==> src/rtl/spi_reg_bridge_if.sv <==
// Bundle of the SPI pins and the per-register strobe bus around spi_reg_bridge.
//   slave  modport: the bridge (receives sclk/cs_n/mosi/rd_data, drives the rest)
//   master modport: the board / register side that drives the SPI pins and returns rd_data
//   sclk, cs_n, mosi   SPI inputs from the host MCU (asynchronous to clk)
//   miso, miso_oe      SPI data out and its output enable
//   wr_en, rd_en       one-hot single-cycle strobes, one bit per register slave
//   wr_data            write data, valid with wr_en and held afterwards
//   rd_data            OR of all slaves' read data (slaves drive 0 when not read)
//   xfer_done          one-cycle pulse per completed 16-bit transaction
interface spi_reg_bridge_if #(
    parameter int unsigned NUM_REGS = 4
) ();
    localparam int unsigned DATA_W = 8;

    logic                sclk;
    logic                cs_n;
    logic                mosi;
    logic                miso;
    logic                miso_oe;
    logic [NUM_REGS-1:0] wr_en;
    logic [NUM_REGS-1:0] rd_en;
    logic [DATA_W-1:0]   wr_data;
    logic [DATA_W-1:0]   rd_data;
    logic                xfer_done;

    modport slave (
        input  sclk, cs_n, mosi, rd_data,
        output miso, miso_oe, wr_en, rd_en, wr_data, xfer_done
    );

    modport master (
        output sclk, cs_n, mosi, rd_data,
        input  miso, miso_oe, wr_en, rd_en, wr_data, xfer_done
    );
endinterface

==> src/rtl/spi_reg_bridge.sv <==
// SPI mode-0 slave to register-bus bridge. Decodes 2-byte frames (command byte
// {W, addr[6:0]} then data byte) into one-cycle one-hot wr_en/rd_en strobes and
// returns read data on MISO. SPI inputs are oversampled in the clk domain.
//   clk, reset_n   system clock, asynchronous active-low reset
//   bus (slave)    SPI pins, strobe bus and xfer_done (see spi_reg_bridge_if)
module spi_reg_bridge #(
    parameter int unsigned NUM_REGS    = 4,
    parameter int unsigned SYNC_STAGES = 2
) (
    input  logic            clk,
    input  logic            reset_n,
    spi_reg_bridge_if.slave bus
);
    localparam int unsigned DATA_W = 8;
    localparam int unsigned ADDR_W = 7;
    localparam int unsigned CNT_W  = 4;

    typedef enum logic [1:0] {
        ST_IDLE,
        ST_CMD,
        ST_DATA,
        ST_DONE
    } state_e;

    state_e state_q, state_d;

    logic [SYNC_STAGES-1:0] sclk_sync_q, sclk_sync_d;
    logic [SYNC_STAGES-1:0] cs_sync_q,   cs_sync_d;
    logic [SYNC_STAGES-1:0] mosi_sync_q, mosi_sync_d;
    logic                   sclk_prev_q, sclk_prev_d;
    logic                   cs_prev_q,   cs_prev_d;
    logic                   armed_q,     armed_d;
    logic [CNT_W-1:0]       cnt_q,       cnt_d;
    logic [DATA_W-1:0]      rx_q,        rx_d;
    logic [DATA_W-1:0]      tx_q,        tx_d;
    logic [DATA_W-1:0]      cmd_q,       cmd_d;
    logic                   cap_q,       cap_d;
    logic                   miso_q,      miso_d;
    logic                   miso_oe_q,   miso_oe_d;
    logic [NUM_REGS-1:0]    wr_en_q,     wr_en_d;
    logic [NUM_REGS-1:0]    rd_en_q,     rd_en_d;
    logic [DATA_W-1:0]      wr_data_q,   wr_data_d;
    logic                   xfer_done_q, xfer_done_d;

    logic              sclk_s;
    logic              cs_n_s;
    logic              mosi_s;
    logic              sclk_rise;
    logic              sclk_fall;
    logic              cs_fall;
    logic [DATA_W-1:0] rx_next;

    // Address decode helpers.
    function automatic logic addr_ok(input logic [ADDR_W-1:0] a);
        return 32'(a) < NUM_REGS;
    endfunction

    function automatic logic [NUM_REGS-1:0] onehot(input logic [ADDR_W-1:0] a);
        logic [NUM_REGS-1:0] oh;
        oh = '0;
        for (int unsigned i = 0; i < NUM_REGS; i++) begin
            if (32'(a) == i) begin
                oh[i] = 1'b1;
            end
        end
        return oh;
    endfunction

    // Synchronized inputs and edge detects.
    assign sclk_s    = sclk_sync_q[SYNC_STAGES-1];
    assign cs_n_s    = cs_sync_q[SYNC_STAGES-1];
    assign mosi_s    = mosi_sync_q[SYNC_STAGES-1];
    assign sclk_rise = sclk_s & ~sclk_prev_q;
    assign sclk_fall = ~sclk_s & sclk_prev_q;
    assign cs_fall   = ~cs_n_s & cs_prev_q;
    assign rx_next   = {rx_q[DATA_W-2:0], mosi_s};

    // Next-state and output logic.
    always_comb begin
        state_d     = state_q;
        sclk_sync_d = {sclk_sync_q[SYNC_STAGES-2:0], bus.sclk};
        cs_sync_d   = {cs_sync_q[SYNC_STAGES-2:0], bus.cs_n};
        mosi_sync_d = {mosi_sync_q[SYNC_STAGES-2:0], bus.mosi};
        sclk_prev_d = sclk_s;
        cs_prev_d   = cs_n_s;
        armed_d     = armed_q | cs_n_s;
        cnt_d       = cnt_q;
        rx_d        = rx_q;
        tx_d        = tx_q;
        cmd_d       = cmd_q;
        cap_d       = |rd_en_q;
        miso_d      = 1'b0;
        // A frame already running when reset is released keeps MISO tri-stated.
        miso_oe_d   = armed_q & ~cs_n_s;
        wr_en_d     = '0;
        rd_en_d     = '0;
        wr_data_d   = wr_data_q;
        xfer_done_d = 1'b0;

        if (cs_fall) begin
            cnt_d = '0;
        end

        case (state_q)
            ST_IDLE: begin
                if (cs_fall) begin
                    state_d = ST_CMD;
                end
            end
            ST_CMD: begin
                if (sclk_rise) begin
                    rx_d  = rx_next;
                    cnt_d = cnt_q + CNT_W'(1);
                    if (cnt_q == CNT_W'(7)) begin
                        state_d = ST_DATA;
                        cmd_d   = rx_next;
                        tx_d    = '0;
                        if (!rx_next[DATA_W-1] && addr_ok(rx_next[ADDR_W-1:0])) begin
                            rd_en_d = onehot(rx_next[ADDR_W-1:0]);
                        end
                    end
                end
            end
            ST_DATA: begin
                miso_d = miso_q;
                if (sclk_fall) begin
                    miso_d = tx_q[DATA_W-1];
                    tx_d   = {tx_q[DATA_W-2:0], 1'b0};
                end
                if (sclk_rise) begin
                    rx_d  = rx_next;
                    cnt_d = cnt_q + CNT_W'(1);
                    if (cnt_q == CNT_W'(15)) begin
                        state_d     = ST_DONE;
                        miso_d      = 1'b0;
                        xfer_done_d = 1'b1;
                        if (cmd_q[DATA_W-1] && addr_ok(cmd_q[ADDR_W-1:0])) begin
                            wr_en_d   = onehot(cmd_q[ADDR_W-1:0]);
                            wr_data_d = rx_next;
                        end
                    end
                end
            end
            ST_DONE: begin
                // Extra edges are ignored until cs_n rises.
            end
            default: begin
                state_d = ST_IDLE;
            end
        endcase

        // Slave read latency is one cycle: data arrives the cycle after rd_en.
        if (cap_q) begin
            tx_d = bus.rd_data;
        end

        // cs_n high aborts from any state; nothing is committed in that cycle.
        if (cs_n_s) begin
            state_d     = ST_IDLE;
            miso_d      = 1'b0;
            wr_en_d     = '0;
            wr_data_d   = wr_data_q;
            rd_en_d     = '0;
            xfer_done_d = 1'b0;
        end
    end

    // State register. cs_n synchronizer and its history reset to "selected" so a
    // frame in progress at reset release never looks like a fresh falling edge.
    always_ff @(posedge clk or negedge reset_n) begin
        if (!reset_n) begin
            state_q     <= ST_IDLE;
            sclk_sync_q <= '0;
            cs_sync_q   <= '0;
            mosi_sync_q <= '0;
            sclk_prev_q <= 1'b0;
            cs_prev_q   <= 1'b0;
            armed_q     <= 1'b0;
            cnt_q       <= '0;
            rx_q        <= '0;
            tx_q        <= '0;
            cmd_q       <= '0;
            cap_q       <= 1'b0;
            miso_q      <= 1'b0;
            miso_oe_q   <= 1'b0;
            wr_en_q     <= '0;
            rd_en_q     <= '0;
            wr_data_q   <= '0;
            xfer_done_q <= 1'b0;
        end else begin
            state_q     <= state_d;
            sclk_sync_q <= sclk_sync_d;
            cs_sync_q   <= cs_sync_d;
            mosi_sync_q <= mosi_sync_d;
            sclk_prev_q <= sclk_prev_d;
            cs_prev_q   <= cs_prev_d;
            armed_q     <= armed_d;
            cnt_q       <= cnt_d;
            rx_q        <= rx_d;
            tx_q        <= tx_d;
            cmd_q       <= cmd_d;
            cap_q       <= cap_d;
            miso_q      <= miso_d;
            miso_oe_q   <= miso_oe_d;
            wr_en_q     <= wr_en_d;
            rd_en_q     <= rd_en_d;
            wr_data_q   <= wr_data_d;
            xfer_done_q <= xfer_done_d;
        end
    end

    assign bus.miso      = miso_q;
    assign bus.miso_oe   = miso_oe_q;
    assign bus.wr_en     = wr_en_q;
    assign bus.rd_en     = rd_en_q;
    assign bus.wr_data   = wr_data_q;
    assign bus.xfer_done = xfer_done_q;
endmodule

==> src/flat_wrapper.sv <==
// flat-port wrapper written by rule: the top's interface ports become plain ports
module spi_reg_bridge_flat 
#(
    parameter int unsigned NUM_REGS    = 4,
    parameter int unsigned SYNC_STAGES = 2
)
  (clk, reset_n, bus_sclk, bus_cs_n, bus_mosi, bus_rd_data, bus_miso, bus_miso_oe, bus_wr_en, bus_rd_en, bus_wr_data, bus_xfer_done);
  spi_reg_bridge_if #(.NUM_REGS(NUM_REGS)) bus_i ();
  input  logic clk;
  input  logic reset_n;
  input wire logic [$bits(bus_i.sclk)-1:0] bus_sclk;
  input wire logic [$bits(bus_i.cs_n)-1:0] bus_cs_n;
  input wire logic [$bits(bus_i.mosi)-1:0] bus_mosi;
  input wire logic [$bits(bus_i.rd_data)-1:0] bus_rd_data;
  output wire logic [$bits(bus_i.miso)-1:0] bus_miso;
  output wire logic [$bits(bus_i.miso_oe)-1:0] bus_miso_oe;
  output wire logic [$bits(bus_i.wr_en)-1:0] bus_wr_en;
  output wire logic [$bits(bus_i.rd_en)-1:0] bus_rd_en;
  output wire logic [$bits(bus_i.wr_data)-1:0] bus_wr_data;
  output wire logic [$bits(bus_i.xfer_done)-1:0] bus_xfer_done;
  assign bus_i.sclk = bus_sclk;
  assign bus_i.cs_n = bus_cs_n;
  assign bus_i.mosi = bus_mosi;
  assign bus_i.rd_data = bus_rd_data;
  assign bus_miso = bus_i.miso;
  assign bus_miso_oe = bus_i.miso_oe;
  assign bus_wr_en = bus_i.wr_en;
  assign bus_rd_en = bus_i.rd_en;
  assign bus_wr_data = bus_i.wr_data;
  assign bus_xfer_done = bus_i.xfer_done;
  spi_reg_bridge #(.NUM_REGS(NUM_REGS), .SYNC_STAGES(SYNC_STAGES)) u_core (.clk(clk), .reset_n(reset_n), .bus(bus_i));
endmodule
==> config.mk <==
export PLATFORM = sky130hd
export DESIGN_NAME = spi_reg_bridge_flat
export DESIGN_NICKNAME = d
export VERILOG_FILES = /design/src/rtl/spi_reg_bridge_if.sv /design/src/rtl/spi_reg_bridge.sv /design/src/flat_wrapper.sv
export SDC_FILE = /design/constraint.sdc
export NUM_CORES = 1
export LEC_CHECK = 0
export ABC_AREA = 1
export CAP_MARGIN = 20
export CORE_MARGIN = 2
export CORE_UTILIZATION = 53
export CTS_CLUSTER_DIAMETER = 200
export DETAILED_ROUTE_END_ITERATION = 10
export GPL_TIMING_DRIVEN = 1
export PLACE_DENSITY = 0.77
export SLEW_MARGIN = 25
export SYNTH_ARGS = -nofsm -noshare
export SYNTH_HDL_FRONTEND = slang
export SYNTH_SLANG_ARGS = --single-unit
export TNS_END_PERCENT = 1
==> constraint.sdc <==
create_clock -name clk -period 1.85 [get_ports clk]
set_clock_uncertainty 0.15 [all_clocks]
set_input_delay 0.37 -clock clk [delete_from_list [all_inputs] [get_ports clk]]
set_output_delay 0.37 -clock clk [all_outputs]
set_load 0.02 [all_outputs]
==> metrics.txt, run 1 <==
max-slew violation count 0; starting density of the core 54.1%; Reg clk slew, reported paths 0.06 ns; Worst R2R Setup Slack 0.19 ns; Required @ worst endpoint around 1.3 ns; synthesized netlist cell count 274; Rel. slew slack 79.1%; reg2reg end u_core.bus.rd_en[2]; Die H 72.7 um; post-synthesis sequential area ratio just under 60%; FF-to-FF path depth 8; FP Rows 25; initial drt markers between 150 and 200; Post-CTS Setup Inserts 0; Setup TNS Final 0 ns; core footprint 4630 um^2; Port-buffer cells 31; # nets final between 300 and 400; HP Start u_core.sclk_sync_q[0]; VDD IR-drop max a little under 0.001 V; vias in the first global route approximately 1.9k; Hold WS ~0.20 ns; commonest non-fill, non-tap cell in the layout nand2_1; Antenna Nets Post-Route 0; layout cells sized above 1 13.5%; total grt overflow 0; Max Cap Violations 0; Vias about 1.9k; global-route wire length before repair 8120 um; Hold Violations, Final 0; diode count 0; clk buf depth 2; CP endpoint kind output pin; Place WS around 0.10 ns; M3 GR Usage 6.08%; area growth from synthesis to layout 27.4%; worst slew pin tran 0.314 ns; TritonCTS Buffers 9; CP Buf/Inv Count 1; CP Class reg2out; Fillers around 370; H-tree depth 3; unrepaired setup endpoints after global routing false; post-route minimum period 1.81 ns; Worst Hold End u_core.sclk_sync_q[1]; initial antenna violation count 0; worst skew pair latency 0.34 ns; Post-Place Cells around 360; Top Family by Delay on Critical Path buffers and inverters; total wire length 4620 um; Final Non-Filler Cells approximately 380; Unique masters post-synth 28; Vias per Instance 5.01; Worst setup SP type register; final setup margin 0.0383 ns; total power draw between 3000 and 4000 uW; Post-DP HPWL about 3400 um; grt met2 use a little under a third; wire per inst 12.2 um; largest net degree at the start of global routing 21; hold crit path type reg2reg; Synth warnings 0; FF/Latch Area 1450 um^2; GRT met1 Usage between 20% and 30%; drt first pass iters 4; average cell area after synthesis approximately 9 um^2; gpl congestion roughly 0.85; area of the multi-input gates 901 um^2; commonest cells after routing, fill and taps aside nand2_1, dfrtp_1, nand3_1; Final setup viols 0; IO Pins 32; Clock Tree Root clkbuf_8; DR DRC count 0; P per Cell Area about 1100 nW/um^2; Die Wd 72.7 um; CP Max Fanout 2; syn nets approximately 290; reg2reg start u_core.state_q[1]; Worst Path Arrival 1.29 ns; Synth Register Bits between 50 and 60; Slowest-stage cell, CP clkdlybuf4s50_1; hold depth 0; worst setup path start u_core.bus.wr_data[4]; GRT busiest layer met2; status completed; Crit path largest cell delay ~0.61 ns; die area 5290 um^2; CP cell instances clkdlybuf4s50_1; total track usage between 20 and 25%; fmax 552 MHz; P_leak 0.00177 uW; CTS tree done; Post-Syn Area 2500 um^2; final period utilization between 90% and 100%; CTS Sinks 58
repair_timing:
action,CTS,global route
setup endpoints to repair,0,12
hold buffers,1,0
endpoints found under the hold margin,10,0
resized for setup,0,9
through the flow:
step | utilization (%) | instance area [um^2]
floorplan | - | 2500
global placement | 62.8 | 2910
detailed placement | 62.8 | 2910
CTS | 68.4 | 3170
global route | 68.9 | 3190
finish | 68.9 | 3190
worst max path at each step:
stage               slack, ns  cells after the start                     to
CTS                      0.01                      1         bus_wr_data[0]
global placement         0.21                      7  u_core.bus.wr_data[7]
floorplan                0.30                      9      u_core.state_q[0]
finish                   0.04                      1         bus_wr_data[4]
detailed placement       0.10                      7  u_core.bus.wr_data[1]
global route            0.004                      1            bus_miso_oe
state kept, by name (all words and copies together), names as in the netlist:
name                  cells
u_core.armed_q            1
u_core.cmd_q              8
u_core.bus.wr_data        8
u_core.bus.xfer_done      1
u_core.state_q            2
u_core.cap_q              1
u_core.mosi_sync_q        2
u_core.tx_q               8
u_core.bus.miso_oe        1
u_core.bus.miso           1
u_core.cs_prev_q          1
u_core.cs_sync_q          2
u_core.bus.rd_en          4
u_core.sclk_prev_q        1
u_core.sclk_sync_q        2
u_core.rx_q               7
u_core.bus.wr_en          4
u_core.cnt_q              4
cell usage after synthesis, drive strengths merged:
cell | count | area share, %
nand2 | 93 | 15
ha | 5 | 2.5
nor4 | 1 | 0.25
buf | 6 | 1.8
o21ai | 17 | 3.5
nand3b | 2 | 0.60
inv | 25 | 3.8
nor2 | 22 | 4.0
nand3 | 35 | 7.6
dfrtp | 58 | 58
or4 | 1 | 0.30
xnor2 | 1 | 0.35
nor3 | 3 | 1.0
a21oi | 4 | 0.95
clkbuf | 1 | 0.55
kinds of logic (layout without fill, tap and decap cells):
family	Yosys count	count (layout)	synth area share, %
simple gates	157	157	28.5
fa+ha+maj	5	5	2.50
xor+xnor	1	1	0.350
compound gates	21	21	4.50
flops	58	58	57.9
buf+inv	32	83	6.19
power by group:
group | switching (uW) | leakage, uW | total (uW) | internal (uW)
logic | 439 | 0.000864 | 691 | 252
clock network | 487 | 0.000129 | 1450 | 963
registers | 126 | 0.000773 | 1510 | 1390
cell type report:
type                            count  area share, %
Sequential cell                    58           45.5
Multi-Input combinational cell    184           28.2
Timing Repair Buffer               42           13.3
Clock buffer                       11           4.75
Clock inverter                      5           3.14
Inverter                           25           3.02
Tap cell                           54           2.12
layer usage:
| metal | wire length (um) | share of wire (%) |
|---|---|---|
| met1 | 2120 | 46 |
| met2 | 2200 | 48 |
| met3 | 212 | 4.6 |
| met4 | 89 | 1.9 |
| met5 | 0 | 0 |
No activity file was read; power rests on OpenSTA's default activity.
==> run 2: changes to the inputs <==
RECOVER_POWER = 25   (was unset)
==> run 2 against run 1 <==
Compared with the run above:
- final cell count stayed put
- global-route usage stayed put
- routed wire length is 0.11% higher
- via count is 0.16% higher
- sequential cell count stayed put
- die area stayed put
- sequential share of layout area is 0.31 points higher
- non-clock buffer count stayed put
- clock power hardly changed
- maximum frequency hardly changed
- setup slack hardly changed
- hold slack worse by 0.00071 ns
- critical path type unchanged
- largest cell class unchanged
- highest routed layer unchanged
==> metrics.txt, run 2 (synthesis gave the netlist of run 1 again) <==
Port-buffer cells 31 (unchanged); CP Class reg2out (unchanged); TritonCTS Buffers 9 (unchanged); Pint 2600 uW (about the same); core footprint 4630 um^2 (unchanged); layout cells sized above 1 12.9% (was 13.5%); total wire length 4630 um (was 4620 um); Post-CTS Setup Inserts 0 (unchanged); sequential share of power 41.5% (was 41.4%); total grt overflow 0 (unchanged); commonest cells after routing, fill and taps aside nand2_1, dfrtp_1, nand3_1 (unchanged); Required @ worst endpoint 1.33 ns (about the same); Final setup viols 0 (unchanged); worst slew pin tran 0.677 ns (was 0.314 ns); Crit path largest cell delay 0.61 ns (about the same); max-slew violation count 0 (unchanged); Rel. slew slack 54.8% (was 79.1%); largest net degree at the start of global routing 21 (unchanged); Hold WS 0.203 ns (about the same); Clock Tree Root clkbuf_8 (unchanged); initial drt markers 125 (was 155); status completed (unchanged); P per Cell Area 1150 nW/um^2 (about the same); Combinational Power Share 18.7% (was 18.9%); Reg clk slew, reported paths 0.06 ns (about the same); Final Non-Filler Cells 379 (unchanged); HP Start u_core.sclk_sync_q[0] (unchanged); starting density of the core 54.1% (unchanged); die area 5290 um^2 (unchanged); Worst setup SP type register (unchanged); drt first pass iters 4 (unchanged); Die Wd 72.7 um (unchanged); met1 WL 2120 um (about the same); Worst Path Arrival 1.29 ns (about the same); H-tree depth 3 (unchanged); DR DRC count 0 (unchanged); CTS tree done (unchanged); Top Family by Delay on Critical Path buffers and inverters (unchanged); Setup TNS Final 0 ns (unchanged); post-route minimum period 1.81 ns (about the same); CP Buf/Inv Count 1 (unchanged); unrepaired setup endpoints after global routing false (unchanged); VDD IR-drop max 0.000977 V (about the same); initial antenna violation count 0 (unchanged); Post-Place Cells 362 (unchanged); Max Cap Violations 0 (unchanged); worst skew pair latency 0.34 ns (about the same); Worst R2R Setup Slack 0.18 ns (was 0.19 ns); reg2reg start u_core.state_q[0] (was u_core.state_q[1]); CP endpoint kind output pin (unchanged); # nets final 338 (unchanged); met3 routed WL 216 um (was 212 um); hold crit path type reg2reg (unchanged); CP cell instances clkdlybuf4s50_1 (unchanged); commonest non-fill, non-tap cell in the layout nand2_1 (unchanged); Die H 72.7 um (unchanged); CP Max Fanout 2 (unchanged); CTS Sinks 58 (unchanged); Antenna Nets Post-Route 0 (unchanged); wire length on met2 2200 um (unchanged); vias in the first global route 1858 (unchanged); Hold Violations, Final 0 (unchanged); Highest Signal Layer met4 (unchanged); FP Rows 25 (unchanged); Post-DP HPWL 3370 um (unchanged); hold depth 0 (unchanged); switching power 1050 uW (about the same); Slowest-stage cell, CP clkdlybuf4s50_1 (unchanged); Vias 1901 (was 1898); fmax 552 MHz (about the same); clk buf depth 2 (unchanged); P_leak 0.00175 uW (was 0.00177 uW); diode count 0 (unchanged); wire per inst 12.2 um (about the same); global-route wire length before repair 8120 um (unchanged); reg2reg end u_core.bus.wr_data[1] (was u_core.bus.rd_en[2]); total track usage 20.5% (unchanged); Worst Hold End u_core.sclk_sync_q[1] (unchanged); final period utilization 97.9% (about the same); total power draw 3650 uW (was 3660 uW); IO Pins 32 (unchanged); gpl congestion 0.848 (unchanged); Vias per Instance 5.02 (was 5.01); clock share of power 39.8% (was 39.7%); Sw Ratio 28.8% (about the same); FF-to-FF path depth 7 (was 8); area growth from synthesis to layout 26.5% (was 27.4%)
-- run 2: area by class of cell --
cell class | count | area [um^2]
well taps | 54 | 67.6
clock buffers | 11 | 151
inverters | 25 | 95.1
multi-input cells | 184 | 901
repair buffers | 42 | 403
fillers | 372 | 1460
flip-flops and latches | 58 | 1450
clock inverters | 5 | 100
-- run 2: metal layers --
layer | track usage, % | vias to the layer above
met5 | 0 | -
met4 | 10.3 | 0
met3 | 6.08 | 10
met2 | 31.4 | 37
met1 | 26.5 | 890
li1 | - | 964
-- run 2: how the worst max path moves through the flow --
stage,start,to,slack (ns),depth (start not counted)
2_1_floorplan,u_core.state_q[0],u_core.state_q[0],0.30,9
3_3_place_gp,u_core.state_q[0],u_core.bus.wr_data[7],0.21,7
3_5_place_dp,u_core.state_q[0],u_core.bus.wr_data[1],0.10,7
4_1_cts,u_core.bus.wr_data[0],bus_wr_data[0],0.01,1
5_1_grt,u_core.bus.miso_oe,bus_miso_oe,0.004,1
6_report,u_core.bus.wr_data[4],bus_wr_data[4],0.04,1
-- run 2: what timing repair did --
action | in CTS | in global routing
setup endpoints to repair | 0 | 12
hold endpoints to repair | 10 | 0
gates resized for setup | 0 | 9
hold buffers | 1 | 0
-- run 2: metrics by stage --
step	util, %	setup WS (ns)	cell area [um^2]
final	68.5	0.0382	3170
after global routing	68.5	0.00395	3170
after global placement	62.8	0.206	2910
after detailed placement	62.8	0.104	2910
after floorplan	-	0.302	2500
after CTS	68.4	0.0113	3170
-- run 2: power by group through the flow --
stage / clock [uW] / sequential, uW / combinational, uW
floorplan: 0 / 1500 / 508
global placement: 0 / 1530 / 680
detailed placement: 0 / 1530 / 693
CTS: 1470 / 1510 / 702
global route: 1540 / 1520 / 800
finish: 1450 / 1510 / 683
==> run 3: changes to the inputs <==
CAP_MARGIN = 40   (was 20)
==> results of run 3 <==
Same layout as run 2: the final DEF is identical, and so are final timing and power.
